===== src/rtl/bldc_sixstep_driver_pkg.sv =====
// Shared encodings for the six-step BLDC driver: Hall code, direction, driver state, PWM mode.
// Also holds the forward commutation table so every consumer decodes Hall codes identically.
package bldc_sixstep_driver_pkg;

  typedef logic [2:0] hall_states_t;

  typedef enum logic [1:0] {
    DIR_NONE = 2'd0,
    DIR_FWD  = 2'd1,
    DIR_REV  = 2'd2,
    DIR_RSVD = 2'd3
  } rotation_direction_t;

  typedef enum logic [1:0] {
    PWM_HI     = 2'd0,
    PWM_LO     = 2'd1,
    PWM_BOTH   = 2'd2,
    PWM_HI_ALT = 2'd3
  } pwm_mode_t;

  typedef enum logic [2:0] {
    ST_IDLE       = 3'd0,
    ST_RUN        = 3'd1,
    ST_REVERSE    = 3'd2,
    ST_ERROR      = 3'd3,
    ST_GATE_RESET = 3'd4,
    ST_LOCKOUT    = 3'd6
  } driver_state_t;

  function automatic logic hall_invalid(input hall_states_t h);
    return (h == 3'b000) || (h == 3'b111);
  endfunction

  // {A+,B+,C+,A-,B-,C-}; invalid codes leave every switch open.
  function automatic logic [5:0] fwd_pattern(input hall_states_t h);
    logic [5:0] p;
    case (h)
      3'b101:  p = 6'b100_010;
      3'b100:  p = 6'b100_001;
      3'b110:  p = 6'b010_001;
      3'b010:  p = 6'b010_100;
      3'b011:  p = 6'b001_100;
      3'b001:  p = 6'b001_010;
      default: p = 6'b000_000;
    endcase
    return p;
  endfunction

endpackage


===== src/rtl/bldc_sixstep_driver_duty_slew_limiter.sv =====
// Wrap-timed duty ramp: moves duty toward target by at most ramp_step per step_en pulse.
// Latency: 1 cycle from step_en, clear forces zero; no backpressure.
module duty_slew_limiter
  import bldc_sixstep_driver_pkg::*;
#(
  parameter int duty_width = 12,
  parameter int ramp_step  = 8
) (
  input  logic                  sys_clk,
  input  logic                  reset_n,
  input  logic                  clear,
  input  logic                  step_en,
  input  logic [duty_width-1:0] duty_target,
  output logic [duty_width-1:0] duty_next,
  output logic [duty_width-1:0] duty_actual
);

  localparam logic [duty_width-1:0] STEP = duty_width'(ramp_step);

  logic [duty_width-1:0] gap;

  // Saturate on the remaining gap so the ramp lands exactly on the target.
  always_comb begin
    gap       = '0;
    duty_next = duty_actual;
    if (duty_target > duty_actual) begin
      gap       = duty_target - duty_actual;
      duty_next = duty_actual + ((gap > STEP) ? STEP : gap);
    end else if (duty_target < duty_actual) begin
      gap       = duty_actual - duty_target;
      duty_next = duty_actual - ((gap > STEP) ? STEP : gap);
    end
  end

  always_ff @(posedge sys_clk or negedge reset_n) begin
    if (!reset_n) begin
      duty_actual <= '0;
    end else if (clear) begin
      duty_actual <= '0;
    end else if (step_en) begin
      duty_actual <= duty_next;
    end
  end

endmodule


===== src/rtl/bldc_sixstep_driver.sv =====
// Six-step BLDC driver with slewed PWM, reversal coast and gate-fault retry (BLDC_FAULT_RETRY_EN).
// Latency: Hall edge to gate outputs 3 cycles, state exits 1 cycle; no backpressure.
module bldc_sixstep_driver
  import bldc_sixstep_driver_pkg::*;
#(
  parameter int unsigned clk_freq_hz     = 54_000_000,
  parameter int unsigned pwm_freq_hz     = 20_000,
  parameter int          duty_width      = 12,
  parameter int          ramp_step       = 8,
  parameter int unsigned reverse_wait_ms = 50,
  parameter int unsigned gate_reset_us   = 100,
  parameter int          fault_retry_max = 3
) (
  input  logic                  sys_clk,
  input  logic                  reset_n,
  input  hall_states_t          hall_values,
  input  logic                  invert_phases,
  input  logic                  enable,
  input  rotation_direction_t   direction,
  input  logic [duty_width-1:0] duty_target,
  input  logic [1:0]            pwm_mode,
  input  logic                  fault_n,
  input  logic                  clear_lockout,
  output logic [5:0]            phase_enable,
  output logic [5:0]            pwm_out,
  output logic                  gate_enable,
  output logic [duty_width-1:0] duty_actual,
  output logic [2:0]            driver_state,
  output logic [1:0]            retry_count,
  output logic                  lockout
);

  localparam int unsigned     PERIOD  = clk_freq_hz / pwm_freq_hz;
  localparam int              CW      = $clog2(PERIOD);
  localparam int              PW      = duty_width + CW;
  localparam longint unsigned REV_CYC = (64'(clk_freq_hz) * 64'(reverse_wait_ms)) / 64'd1000;
  localparam longint unsigned GR_CYC  = (64'(clk_freq_hz) * 64'(gate_reset_us)) / 64'd1000000;
  localparam longint unsigned T_MAX   = (REV_CYC > GR_CYC) ? REV_CYC : GR_CYC;
  localparam int              TW      = $clog2(T_MAX + 64'd1);

  hall_states_t        hall_meta, hall_sync;
  logic                hall_error;
  driver_state_t       state, state_nxt;
  rotation_direction_t dir_q, dir_nxt;
  logic [1:0]          retry_q, retry_nxt;
  logic [TW-1:0]       tmr, tmr_nxt;
  logic                rev_done, gr_done, run_ok;
  logic [CW-1:0]       pwm_cnt, cmp_q, cmp_nxt;
  logic                pwm_wrap, full_q, pwm_raw;
  logic                slew_clear, slew_step;
  logic [duty_width-1:0] duty_next;
  logic                rev_sel;
  logic [5:0]          fwd, pattern;
  logic [2:0]          hi_g, lo_g;

  always_ff @(posedge sys_clk or negedge reset_n) begin
    if (!reset_n) begin
      hall_meta <= '0;
      hall_sync <= '0;
    end else begin
      hall_meta <= hall_values;
      hall_sync <= hall_meta;
    end
  end

  assign hall_error = hall_invalid(hall_sync);
  assign run_ok     = enable && (direction != DIR_NONE);
  assign rev_done   = (tmr == TW'(REV_CYC - 64'd1));
  assign gr_done    = (tmr == TW'(GR_CYC - 64'd1));

  always_comb begin
    state_nxt = state;
    dir_nxt   = dir_q;
    retry_nxt = retry_q;
    tmr_nxt   = '0;
    case (state)
      ST_IDLE: begin
        if (!enable) retry_nxt = '0;
        if (run_ok && !hall_error && fault_n) begin
          state_nxt = ST_RUN;
          dir_nxt   = direction;
        end
      end
      ST_RUN: begin
        if (hall_error) begin
          state_nxt = ST_ERROR;
        end else if (!fault_n) begin
`ifdef BLDC_FAULT_RETRY_EN
          state_nxt = ST_GATE_RESET;
          retry_nxt = retry_q + 2'd1;
`else
          state_nxt = ST_LOCKOUT;
`endif
        end else if (!run_ok) begin
          state_nxt = ST_IDLE;
        end else if (direction != dir_q) begin
          state_nxt = ST_REVERSE;
        end
      end
      ST_REVERSE: begin
        // Timer only counts time in the state; direction wobble does not restart it.
        tmr_nxt = tmr + TW'(1);
        if (rev_done) begin
          tmr_nxt   = '0;
          dir_nxt   = direction;
          state_nxt = run_ok ? ST_RUN : ST_IDLE;
        end
      end
      ST_ERROR: begin
        if (!hall_error) state_nxt = ST_IDLE;
      end
      ST_GATE_RESET: begin
        tmr_nxt = tmr + TW'(1);
        if (gr_done) begin
          tmr_nxt = '0;
          if (fault_n)                            state_nxt = ST_IDLE;
          else if (retry_q == 2'(fault_retry_max)) state_nxt = ST_LOCKOUT;
          else                                    retry_nxt = retry_q + 2'd1;
        end
      end
      ST_LOCKOUT: begin
        if (clear_lockout) begin
          state_nxt = ST_IDLE;
          retry_nxt = '0;
        end
      end
      default: state_nxt = ST_IDLE;
    endcase
  end

  always_ff @(posedge sys_clk or negedge reset_n) begin
    if (!reset_n) begin
      state   <= ST_IDLE;
      dir_q   <= DIR_NONE;
      retry_q <= '0;
      tmr     <= '0;
    end else begin
      state   <= state_nxt;
      dir_q   <= dir_nxt;
      retry_q <= retry_nxt;
      tmr     <= tmr_nxt;
    end
  end

  // Duty is cleared in the same edge RUN is left, and stepped only on wraps inside RUN.
  assign pwm_wrap   = (pwm_cnt == CW'(PERIOD - 1));
  assign slew_clear = (state_nxt != ST_RUN);
  assign slew_step  = pwm_wrap && (state == ST_RUN);

  duty_slew_limiter #(
    .duty_width (duty_width),
    .ramp_step  (ramp_step)
  ) u_slew (
    .sys_clk     (sys_clk),
    .reset_n     (reset_n),
    .clear       (slew_clear),
    .step_en     (slew_step),
    .duty_target (duty_target),
    .duty_next   (duty_next),
    .duty_actual (duty_actual)
  );

  assign cmp_nxt = CW'((PW'(duty_next) * PW'(PERIOD)) >> duty_width);

  always_ff @(posedge sys_clk or negedge reset_n) begin
    if (!reset_n) begin
      pwm_cnt <= '0;
      cmp_q   <= '0;
      full_q  <= 1'b0;
    end else begin
      pwm_cnt <= pwm_wrap ? '0 : pwm_cnt + CW'(1);
      if (slew_clear) begin
        cmp_q  <= '0;
        full_q <= 1'b0;
      end else if (slew_step) begin
        cmp_q  <= cmp_nxt;
        full_q <= &duty_next;
      end
    end
  end

  assign pwm_raw = full_q || (pwm_cnt < cmp_q);
  assign fwd     = fwd_pattern(hall_sync);
  assign rev_sel = (dir_nxt == DIR_REV) ^ invert_phases;
  assign pattern = (state_nxt != ST_RUN) ? 6'b0 :
                   (rev_sel ? {fwd[2:0], fwd[5:3]} : fwd);

  always_comb begin
    hi_g = pattern[5:3] & {3{pwm_raw}};
    lo_g = pattern[2:0];
    case (pwm_mode_t'(pwm_mode))
      PWM_LO: begin
        hi_g = pattern[5:3];
        lo_g = pattern[2:0] & {3{pwm_raw}};
      end
      PWM_BOTH: begin
        hi_g = pattern[5:3] & {3{pwm_raw}};
        lo_g = pattern[2:0] & {3{pwm_raw}};
      end
      default: ;
    endcase
  end

  // Outputs are registered from the next state so they drop in the same edge as the exit.
  always_ff @(posedge sys_clk or negedge reset_n) begin
    if (!reset_n) begin
      phase_enable <= '0;
      pwm_out      <= '0;
      gate_enable  <= 1'b0;
      lockout      <= 1'b0;
    end else begin
      phase_enable <= pattern;
      pwm_out      <= {hi_g, lo_g};
      gate_enable  <= (state_nxt == ST_RUN);
      lockout      <= (state_nxt == ST_LOCKOUT);
    end
  end

  assign driver_state = state;
  assign retry_count  = retry_q;

endmodule


===== config.mk =====
export PLATFORM = sky130hd
export DESIGN_NAME = bldc_sixstep_driver
export DESIGN_NICKNAME = d
export VERILOG_FILES = /design/src/rtl/bldc_sixstep_driver_pkg.sv /design/src/rtl/bldc_sixstep_driver_duty_slew_limiter.sv /design/src/rtl/bldc_sixstep_driver.sv
export SDC_FILE = /design/constraint.sdc
export NUM_CORES = 1
export LEC_CHECK = 0
export ABC_AREA = 0
export BUFFER_PORTS_ARGS = -buffer_cell sky130_fd_sc_hd__buf_2
export CAP_MARGIN = 20
export CORE_ASPECT_RATIO = 0.7
export CORE_UTILIZATION = 30
export CTS_BUF_LIST = sky130_fd_sc_hd__clkbuf_2
export DETAILED_ROUTE_END_ITERATION = 6
export PLACE_DENSITY = 0.49
export SETUP_SLACK_MARGIN = 0.4
export SLEW_MARGIN = 20
export SYNTH_ARGS = -nofsm -noshare
export SYNTH_HDL_FRONTEND = slang
export SYNTH_SLANG_ARGS = --single-unit

===== constraint.sdc =====
create_clock -name sys_clk -period 10.5 [get_ports sys_clk]
set_clock_uncertainty 0.05 [all_clocks]
set_input_delay 0.525 -clock sys_clk [delete_from_list [all_inputs] [get_ports sys_clk]]
set_output_delay 0.525 -clock sys_clk [all_outputs]
set_load 0.03 [all_outputs]

Word-level counts from Yosys, hierarchy flattened
Cells that the tools add are included.

Register bits: 86. Input bits: 25. Output and inout port bits: 31. Logic and storage cells: 114.

Add/subtract/negate cells: 7. Multipliers: 1. $lt $le $gt $ge: 5. Equal/unequal tests: 28. Muxes and demuxes: 41. Bitwise gates (word level): 3. Reductions and logical operators: 15.

Operator list (number): $mux 12 (9); $mux 22 (2); $pmux 22 s2 (1); $mux 3 (13); $pmux 6 s6 (1); $sub 12x12->12 (3); $gt 12x4->1 const B (2); $lt 12x12->1 (2); $add 22x1->22 const B (1); $eq 22x13->1 const B (1); $eq 22x22->1 const B (1); $mul 12x10->22 const B (1); $eq 3x3->1 const B (7); $pmux 3 s6 (1); $mux 2 (7); $add 12x1->12 const B (1); $add 12x12->12 (1); $eq 12x12->1 const B (1); $eq 3x2->1 const B (4); $gt 12x12->1 (1); $mux 6 (2); $reduce_and 12->1 (1); $ne 2x2->1 const B (5); $eq 3x1->1 const B (3); 18 further kinds (29).

Longest topological paths before layout
Gate-level depths: netlist of the first run.

Word-level depth: 13. Depth in mapped cells: 39. Depth with buffers taken out: 39.

Cells and area by module
A second synthesis of the first run with hierarchy kept.

Cell total of the unflattened synthesis: 1060. Area, all modules: 8941.1 sq um.

Modules (own cells, without submodules): bldc_sixstep_driver (instances 1, cells an instance 607, area each 5683.0 sq um, sequential area each 1851.8 sq um); duty_slew_limiter (instances 1, cells an instance 453, area each 3258.1 sq um, sequential area each 300.3 sq um).

Least setup slack after synthesis of the first run
Ideal clock, no wire load.

Path type: reg-to-reg. From: register u_slew.duty_actual[0]. To: register cmp_q[5]. Library setup time: 0.124 ns. Arrival: 8.350 ns. Data required time: 10.326 ns. Setup slack: 1.976 ns. Stages on the path, launching flop included: 38. Path buffers: 0. Period minus slack after synthesis: 8.524 ns. Cells stage by stage: dfrtp_1 > inv_1 > ha_1 > fa_1 > nor2b_1 > o21ai_1 > a21boi_1 > o21ai_1 > a21boi_1 > o21a_1 > o21ai_0 > a221o_1 > or4_1 > ha_1 > o21a_1 > o31a_1 > o21ai_0 > nor2b_1 > [... 2 more ...] > inv_1 > fa_1 > inv_1 > fa_1 > ha_1 > inv_1 > fa_1 > inv_1 > ha_1 > a221oi_1 > o21ai_0 > a221o_1 > and2_1 > a31o_2 > o21a_1 > or3_1 > nand3_1 > a21oi_1.

Cells in the longest elaborated chain, start to end: 9. Elaborated cells on any way between the ends: 15. Those cells by class: add/sub: 4; mul: 1; order compare: 4; mux: 6.

RTL lines: start, declared (RTL line bldc_sixstep_driver_duty_slew_limiter.sv:15) `output logic [duty_width-1:0] duty_actual`; start signal, assigned (RTL line bldc_sixstep_driver_duty_slew_limiter.sv:41) `duty_actual <= duty_next;`; $sub 12x12->12 (RTL line bldc_sixstep_driver_duty_slew_limiter.sv:30) `gap = duty_actual - duty_target;`; $gt 12x4->1 (RTL line bldc_sixstep_driver_duty_slew_limiter.sv:31) `duty_next = duty_actual - ((gap > STEP) ? STEP : gap);`; $mux 12 (RTL line bldc_sixstep_driver_duty_slew_limiter.sv:31); $sub 12x12->12 (RTL line bldc_sixstep_driver_duty_slew_limiter.sv:31); $mux 12 (RTL line bldc_sixstep_driver_duty_slew_limiter.sv:29) `end else if (duty_target < duty_actual) begin`; $mux 12 (*) (RTL line bldc_sixstep_driver_duty_slew_limiter.sv:26) `if (duty_target > duty_actual) begin`; $mul 12x10->22 (*) (RTL line bldc_sixstep_driver.sv:163) `assign cmp_nxt = CW'((PW'(duty_next) * PW'(PERIOD)) >> duty_width);`; $mux 12 (*) (RTL line bldc_sixstep_driver.sv:175) `end else if (slew_step) begin`; $mux 12 (*) (RTL line bldc_sixstep_driver.sv:172) `if (slew_clear) begin`; end signal, assigned (RTL line bldc_sixstep_driver.sv:176) `cmp_q <= cmp_nxt;`; end, declared (RTL line bldc_sixstep_driver.sv:48) `logic [CW-1:0] pwm_cnt, cmp_q, cmp_nxt;`.

Mark *: on every way between the ends. The rest lies on a longest branch, timed or not. The select of a mux whose other input is x is not followed. A chain may end at the register's enable or synchronous reset.

Worst setup path after layout of the first run
Same ends and word-level chain as after synthesis.

==> results of run 1 <==
-- worst reg2reg max path, delay by kind of cell (launching register included) --
family / cells / cell delay (ps)
compound gates: 17 / 3590
fa+ha+maj: 8 / 3090
simple gates: 6 / 1520
flops: 1 / 550
buf+inv: 5 / 400
xor+xnor: 1 / 130
-- per-layer routing --
metal	vias up	routed length, um
met5	-	0
met4	0	140
met3	10	669
met2	103	7790
met1	3315	12600
li1	3542	-
-- cell families (layout without fill, tap and decap cells) --
| logic type | Yosys count | count (layout) | synth area share, % |
|---|---|---|---|
| fa+ha+maj | 152 | 152 | 24.1 |
| other cells | 2 | 14 | 0.0880 |
| buf+inv | 136 | 193 | 6.22 |
| xor+xnor | 63 | 63 | 6.55 |
| mux | 19 | 19 | 2.32 |
| flops | 86 | 86 | 25.2 |
| simple gates | 326 | 326 | 19.5 |
| compound gates | 200 | 200 | 16.0 |
-- stage by stage --
stage          instances  cell area [um^2]  power (mW)
6_report            1424              9410        1.07
3_3_place_gp        1406              9270       0.900
4_1_cts             1424              9410        1.09
3_5_place_dp        1406              9270       0.901
2_1_floorplan        996              8580       0.783
5_1_grt             1424              9410        1.17
-- final cells by class --
cell class	instances	area (um^2)
Clock buffer	11	55.1
Fill cell	2945	18500
Sequential cell	86	2150
Tap cell	371	464
Multi-Input combinational cell	774	5900
Clock inverter	3	46.3
Inverter	112	420
Timing Repair Buffer	67	378
-- worst max-delay path by stage --
stage	slack [ps]	from	to
3_3_place_gp	1270	duty_target[1]	cmp_q[5]
2_1_floorplan	1980	u_slew.duty_actual[0]	cmp_q[5]
3_5_place_dp	1140	duty_target[1]	cmp_q[5]
6_report	1080	u_slew.duty_actual[0]	cmp_q[5]
4_1_cts	1150	u_slew.duty_actual[0]	cmp_q[5]
5_1_grt	540	u_slew.duty_actual[0]	cmp_q[6]
-- power groups by stage --
stage          clock, mW  combinational (mW)  sequential, mW
6_report           0.176               0.526           0.368
2_1_floorplan          0               0.408           0.375
3_5_place_dp           0               0.527           0.374
5_1_grt            0.201               0.599           0.372
3_3_place_gp           0               0.526           0.374
4_1_cts            0.189               0.531           0.368
-- state kept, by name, summed over array words and instances (netlist names) --
signal,cells
hall_meta,3
pwm_cnt,12
dir_q,2
cmp_q,12
u_slew.duty_actual,12
driver_state,3
retry_count,2
lockout,1
gate_enable,1
tmr,22
full_q,1
hall_sync,3
phase_enable,6
pwm_out,6
-- cell usage after synthesis (5+ instances only) --
| master | n | area (um^2) |
|---|---|---|
| a211o_1 | 5 | 43.8 |
| a211oi_1 | 8 | 60.1 |
| a21o_1 | 17 | 128 |
| a21oi_1 | 58 | 290 |
| a31oi_1 | 5 | 31.3 |
| and2_1 | 14 | 87.6 |
| and3_1 | 10 | 62.6 |
| clkbuf_1 | 16 | 60.1 |
| dfrtp_1 | 86 | 2150 |
| fa_1 | 21 | 420 |
| ha_1 | 131 | 1640 |
| inv_1 | 111 | 417 |
| mux2i_1 | 15 | 150 |
| nand2_1 | 80 | 300 |
| nand2b_1 | 9 | 56.3 |
| nand3_1 | 26 | 130 |
| nand3b_1 | 5 | 37.5 |
| nand4_1 | 16 | 100 |
| nor2_1 | 85 | 319 |
| nor2b_1 | 16 | 100 |
| nor3_1 | 22 | 110 |
| nor3b_1 | 5 | 37.5 |
| o211ai_1 | 7 | 52.6 |
| o21a_1 | 15 | 113 |
| o21ai_0 | 33 | 165 |
| o21bai_1 | 7 | 52.6 |
| or3_1 | 8 | 50.1 |
| xnor2_1 | 23 | 201 |
| xor2_1 | 39 | 342 |
==> flow_metrics.py, run 1 <==
metrics = {
    "drt": {
        "drtIter0Drc": 450,
        "vias_per_cell": 4.89,
        "ant_nets": 0,
        "routed_wl_mm": 21.2,
        "num_vias": 6970,
        "drc_errors": 0,
        "wl_per_cell_um": 14.9,
        "dr.pass1.iters": 5,
    },
    "global_routing": {
        "grt_max_degree": 49,
        "use_met3_pct": 2.30,
        "grt_util_met2_pct": 18.9,
        "gr-max-usage-layer": "met1",
        "grt_pass1_wl_mm": 34.3,
        "grt_pass1_vias": 6251,
        "globalRoute.totalOverflow": 0,
        "grt_use_met1_pct": 25.1,
        "antenna_found_initial": 0,
        "grt.total_usage_pct": 14.9,
    },
    "clock_tree": {
        "cts_tree": "done",
        "cts-root-buf": "clkbuf_2",
        "ctsHoldBuffers": 4,
        "cts_made_buffers": 9,
        "htreeDepth": 3,
        "clk_latency_ps": 600,
        "cts_resized": 0,
        "clk_path_buf_depth": 2,
        "clock-sinks": 86,
        "post_cts_buffers": 0,
        "cts.clk_slew.worst_paths_ps": 240,
    },
    "power": {
        "ir_drop_mv": 0.0580,
        "sw_frac_of_total_pct": 42.3,
        "p_comb_share_pct": 49.2,
        "seq_power_share_pct": 34.4,
        "clkPwrFrac_pct": 16.5,
        "leakage_nw": 4.55,
        "p_sw_mw": 0.452,
        "internal_power_mw": 0.617,
        "power.density_nw_per_um2": 114,
    },
    "die": {
        "core_region_area_um2": 27900,
        "num_io_pins": 56,
        "initial_utilization_pct": 30.6,
        "fp-row-count": 51,
        "die_x_um": 204,
        "die_h_um": 143,
        "dieArea_um2": 29100,
    },
    "hold_path": {
        "whs_path_depth": 3,
        "hp-class": "primary input to register",
        "whs_endpoint": "dir_q[1]",
        "hold_start": "direction[1]",
    },
    "worst_setup_path": {
        "max_stage_delay_ps": 550,
        "r2r-end": "cmp_q[5]",
        "critical_path.top_delay_family": "compound AO/OA/AOI/OAI gates",
        "cpMostUsedCell": "inv_1",
        "rrSetupSlack_ps": 1080,
        "start_kind": "register",
        "cp-end-kind": "register",
        "rr_startpoint": "u_slew.duty_actual[0]",
        "critPathMaxFanout": 7,
        "crit_type": "register to register",
        "path_buf_inv": 5,
        "reg2regPathDepth": 37,
        "arrival_ps": 9860,
        "path_depth": 37,
        "crit_slowest_cell": "dfrtp_1",
        "required_ps": 10940,
    },
    "timing": {
        "tns_ps": 0,
        "slew_headroom_pct": 27.6,
        "slew_violations": 0,
        "whs_ps": 189,
        "fmax_mhz": 106,
        "fin_ws_ps": 1080,
        "period_minus_slack_ps": 9420,
        "period_share_pct": 89.7,
        "setup_viol_count_final": 0,
        "worstMarginPinSlew_ps": 1080,
        "rsz0062_at_grt": "false",
        "finalHoldViolCount": 0,
    },
    "place": {
        "numPortBuffers": 55,
        "dp_worst_setup_slack_ps": 1140,
        "hpwl_mm": 16.9,
        "routabilityCongestion": 0.843,
    },
    "logic_synthesis": {
        "seq_area_frac_synth_pct": 25.2,
        "ys_warn_count": 0,
        "synthCells": 984,
        "synth_edf_count": 0,
        "ys_ff_latch": 86,
        "async_flop_share_pct": 100,
        "avgSynthCellArea_um2": 8.67,
        "synth_ff_type": "dfrtp_1",
        "synth.distinct_cells": 78,
        "synthesis.area_um2": 8530,
    },
    "cells_and_area": {
        "diodes": 0,
        "final_cell_mix": "ha_1, inv_1, dfrtp_1",
        "area_growth_pct": 10.3,
        "fin_nets": 1227,
        "final_core_util_pct": 33.8,
        "final_common_cell": "ha_1",
        "layout-drive-gt1-share_pct": 10.1,
    },
    "run_status": {
        "status": "finished clean",
    },
    "job": {
        "cap_violations": 0,
    },
}
(Power assumes the default switching activity.)
==> run 2, diff against run 1 <==
CTS_BUF_LIST = sky130_fd_sc_hd__clkbuf_8   (was sky130_fd_sc_hd__clkbuf_2)
==> flow_metrics.py, run 2 (synthesized netlist as in run 1, its figures left out) <==
metrics = {
    "power": {
        "seq_power_share_pct": 32.6,
        "ir_drop_mv": 0.0691,
        "clkPwrFrac_pct": 20.8,
        "p_sw_mw": 0.459,
        "p_comb_share_pct": 46.6,
        "power.density_nw_per_um2": 119,
        "p_total_mw": 1.13,
        "leakage_nw": 4.56,
        "internal_power_mw": 0.667,
        "sw_frac_of_total_pct": 40.8,
    },
    "drt": {
        "routed_wl_mm": 21.2,
        "drc_errors": 0,
        "wl_per_cell_um": 14.9,
        "num_vias": 6954,
        "dr.pass1.iters": 5,
        "ant_nets": 0,
        "vias_per_cell": 4.90,
        "drtIter0Drc": 402,
    },
    "cells_and_area": {
        "layout-drive-gt1-share_pct": 9.91,
        "largest_reg_flops": 22,
        "fillers": 2937,
        "final_common_cell": "ha_1",
        "seqCellArea_um2": 2150,
        "fin_nets": 1223,
        "final_cell_mix": "ha_1, inv_1, dfrtp_1",
        "final_core_util_pct": 33.9,
        "multiInputGateArea_um2": 5900,
        "diodes": 0,
        "layout.cells.non_filler": 1420,
        "regMostFlops": "tmr",
        "area_growth_pct": 10.7,
    },
    "timing": {
        "period_share_pct": 89.4,
        "worstMarginPinSlew_ps": 1060,
        "tns_ps": 0,
        "slew_violations": 0,
        "rsz0062_at_grt": "false",
        "setup_viol_count_final": 0,
        "slew_headroom_pct": 29.1,
        "period_minus_slack_ps": 9390,
        "fmax_mhz": 107,
        "fin_ws_ps": 1110,
        "finalHoldViolCount": 0,
    },
    "worst_setup_path": {
        "crit_slowest_cell": "fa_1",
        "path_buf_inv": 5,
        "start_kind": "register",
        "required_ps": 10710,
        "critical_path.top_delay_family": "compound AO/OA/AOI/OAI gates",
        "arrival_ps": 9590,
        "cp-end-kind": "register",
        "cpMostUsedCell": "inv_1",
        "crit_type": "register to register",
        "max_stage_delay_ps": 540,
        "critPathMaxFanout": 7,
    },
    "clock_tree": {
        "htreeDepth": 3,
        "cts.clk_slew.worst_paths_ps": 90,
        "clk_path_buf_depth": 2,
        "cts_resized": 0,
        "clk_latency_ps": 380,
        "ctsHoldBuffers": 0,
        "cts_tree": "done",
        "post_cts_buffers": 0,
        "clock-sinks": 86,
        "cts_made_buffers": 9,
        "cts-root-buf": "clkbuf_8",
    },
    "place": {
        "place_inst": 1406,
        "routabilityCongestion": 0.843,
        "hpwl_mm": 16.9,
        "numPortBuffers": 55,
        "dp_worst_setup_slack_ps": 1140,
    },
    "job": {
        "cap_violations": 0,
    },
    "global_routing": {
        "grt_max_degree": 49,
        "globalRoute.totalOverflow": 0,
        "grt.total_usage_pct": 14.9,
        "grt_pass1_vias": 6245,
        "grt_pass1_wl_mm": 34.3,
        "antenna_found_initial": 0,
    },
    "die": {
        "initial_utilization_pct": 30.6,
        "die_x_um": 204,
        "dieArea_um2": 29100,
        "fp-row-count": 51,
        "core_region_area_um2": 27900,
        "num_io_pins": 56,
        "die_h_um": 143,
    },
    "run_status": {
        "status": "finished clean",
    },
    "hold_path": {
        "hp-class": "primary input to asynchronous set/reset pin",
    },
}
## run 2: worst paths after layout
| check | slack (ps) | startpoint | cells past startpoint | endpoint |
|---|---|---|---|---|
| worst max-delay path | 1110 | u_slew.duty_actual[0] | 37 | cmp_q[5] |
| worst min-delay path | 60 | reset_n | 1 | pwm_cnt[8] |
| worst max register to register | 1110 | u_slew.duty_actual[0] | 37 | cmp_q[5] |
| worst min register to register | 300 | hall_meta[1] | 0 | hall_sync[1] |
| max in group asynchronous | 9270 | reset_n | 2 | tmr[6] |
| min in group sys_clk | 190 | hall_values[2] | 1 | hall_meta[2] |
## run 2: metal layers
layer | share of wire (%) | GRT usage, % | wire length, um
met1 | 59 | 25.2 | 12500
met2 | 37 | 18.9 | 7810
met3 | 3.3 | 2.08 | 695
met4 | 0.72 | 2.77 | 152
met5 | 0 | 0 | 0
## run 2: power groups by stage
stage,Clock [mW],Sequential [mW],Combinational [mW]
2_1_floorplan,0,0.375,0.408
3_3_place_gp,0,0.374,0.526
3_5_place_dp,0,0.374,0.527
4_1_cts,0.245,0.367,0.530
5_1_grt,0.258,0.371,0.598
6_report,0.234,0.368,0.524
## run 2: metrics by stage
step	area [um^2]	hold WS, ps
final	9450	57.3
after global routing	9450	76.8
after CTS	9450	52.0
after detailed placement	9270	286
after global placement	9270	283
after floorplan	8580	179
## run 2: area by class of cell
class | count | share of cell area (%)
clock buffers | 9 | 1.31
clock inverters | 5 | 0.569
inverters | 112 | 4.45
multi-input cells | 774 | 62.4
flip-flops and latches | 86 | 22.8
well taps | 371 | 4.91
repair buffers | 63 | 3.58
==> run 3, diff against run 2 <==
==> constraint.sdc (replaced) <==
create_clock -name sys_clk -period 10.5 [get_ports sys_clk]
set_clock_uncertainty 0.05 [all_clocks]
set_input_delay 2.1 -clock sys_clk [delete_from_list [all_inputs] [get_ports sys_clk]]
set_output_delay 2.1 -clock sys_clk [all_outputs]
set_load 0.03 [all_outputs]
==> flow_metrics.py, run 3 (synthesized netlist as in run 1, its figures left out) <==
metrics = {
    "drt": {
        "ant_nets": 0,
        "routed_wl_mm": 21.7,
        "num_vias": 7135,
        "drc_errors": 0,
        "vias_per_cell": 4.86,
        "drtIter0Drc": 396,
        "dr.pass1.iters": 5,
        "wl_per_cell_um": 14.8,
    },
    "cells_and_area": {
        "multiInputGateArea_um2": 6070,
        "fin_nets": 1268,
        "final_cell_mix": "ha_1, inv_1, dfrtp_1",
        "regMostFlops": "tmr",
        "seqCellArea_um2": 2150,
        "area_growth_pct": 17.3,
        "diodes": 0,
        "final_common_cell": "ha_1",
        "fillers": 2917,
        "largest_reg_flops": 22,
        "fin_area_um2": 10000,
        "layout-drive-gt1-share_pct": 16.8,
    },
    "clock_tree": {
        "cts_tree": "done",
        "cts_made_buffers": 9,
        "cts.clk_slew.worst_paths_ps": 100,
        "clock-sinks": 86,
        "clk_latency_ps": 380,
        "clk_path_buf_depth": 2,
        "htreeDepth": 3,
        "cts-root-buf": "clkbuf_8",
    },
    "die": {
        "fp-row-count": 51,
        "dieArea_um2": 29100,
        "die_x_um": 204,
        "num_io_pins": 56,
        "die_h_um": 143,
        "core_region_area_um2": 27900,
        "initial_utilization_pct": 30.6,
    },
    "place": {
        "numPortBuffers": 55,
        "routabilityCongestion": 0.860,
        "postPlaceCellArea_um2": 9560,
        "hpwl_mm": 17.5,
    },
    "global_routing": {
        "grt_max_degree": 54,
        "globalRoute.totalOverflow": 0,
        "grt_pass1_wl_mm": 35.2,
        "grt_pass1_vias": 6530,
        "antenna_found_initial": 0,
        "grt.total_usage_pct": 15.3,
    },
    "timing": {
        "fmax_mhz": 103,
        "rsz0062_at_grt": "false",
        "period_share_pct": 92.5,
        "finalHoldViolCount": 0,
        "period_minus_slack_ps": 9710,
        "tns_ps": 0,
        "slew_violations": 0,
        "worstMarginPinSlew_ps": 759,
        "slew_headroom_pct": 49.4,
        "setup_viol_count_final": 0,
    },
    "power": {
        "leakage_nw": 4.80,
        "power.density_nw_per_um2": 122,
        "ir_drop_mv": 0.0807,
    },
    "worst_setup_path": {
        "start_kind": "primary input",
        "r2r-end": "cmp_q[5]",
        "required_ps": 10710,
        "rr_startpoint": "u_slew.duty_actual[0]",
        "crit_type": "primary input to register",
        "cpMostUsedCell": "inv_1",
        "critPathMaxFanout": 5,
        "reg2regPathDepth": 38,
        "cp-end-kind": "register",
        "rrSetupSlack_ps": 1970,
        "crit_slowest_cell": "fa_1",
        "arrival_ps": 9920,
        "max_stage_delay_ps": 510,
    },
    "hold_path": {
        "whs_endpoint": "hall_sync[1]",
        "hp-class": "register to register",
        "hold_start": "hall_meta[1]",
        "whs_path_depth": 0,
    },
    "run_status": {
        "status": "finished clean",
    },
    "job": {
        "cap_violations": 0,
    },
}
run 3: changes by cell type in the layout (fill, tap and decap cells not counted), sizes merged:
cell	change
buf	+45
clkinv	+3
inv	-1
run 3: routing by layer:
metal | GRT usage [%] | vias up | part of all wire (%)
met4 | 1.94 | 0 | 0.48
met1 | 25.4 | 3403 | 58
met3 | 2.81 | 7 | 3.5
li1 | - | 3631 | -
met5 | 0 | - | 0
met2 | 19.9 | 94 | 38
run 3: power breakdown:
group | switching [mW] | internal (mW) | total, mW
sequential | 0.0224 | 0.345 | 0.368
combinational | 0.326 | 0.265 | 0.591
clock | 0.144 | 0.116 | 0.260
run 3: how the worst max path moves through the flow:
| stage | cells past startpoint | endpoint | startpoint |
|---|---|---|---|
| floorplan | 36 | cmp_q[5] | duty_target[2] |
| global placement | 39 | cmp_q[5] | duty_target[0] |
| detailed placement | 38 | cmp_q[5] | duty_target[1] |
| CTS | 37 | cmp_q[5] | duty_target[0] |
| global route | 38 | cmp_q[10] | duty_target[2] |
| finish | 38 | cmp_q[5] | duty_target[2] |
run 3: worst max-delay path: cells and delay by family:
family / cells / cell delay (ps)
AOI/OAI and AO/OA: 14 / 2860
and+or+nand+nor: 5 / 1140
adders and majority gates: 8 / 2730
muxes: 1 / 180
buffers and inverters: 8 / 690
xor gates and xnor gates: 2 / 220
run 3: final cells by class:
type / instances / area share, %
Clock inverter: 7 / 0.938
Multi-Input combinational cell: 774 / 60.7
Sequential cell: 86 / 21.5
Clock buffer: 9 / 1.24
Tap cell: 371 / 4.64
Inverter: 112 / 4.20
Timing Repair Buffer: 108 / 6.83
run 3: timing repair:
item,in CTS,in global routing
setup endpoints to repair,1,9
setup buffers,0,5
hold endpoints to repair,0,0
pin swaps,0,12
gates resized for setup,1,40
hold buffers,0,0
run 3: stage by stage:
| step | total power [mW] | util (%) | cells | hold slack [ps] | worst slack (ps) |
|---|---|---|---|---|---|
| global placement | 0.951 | 34.3 | 1445 | 285 | 83.2 |
| global route | 1.33 | 35.9 | 1467 | 329 | 403 |
| CTS | 1.22 | 35.1 | 1461 | 310 | 438 |
| detailed placement | 0.954 | 34.3 | 1445 | 286 | -11.9 |
| finish | 1.22 | 35.9 | 1467 | 306 | 786 |
| floorplan | 0.783 | - | 996 | 281 | 544 |
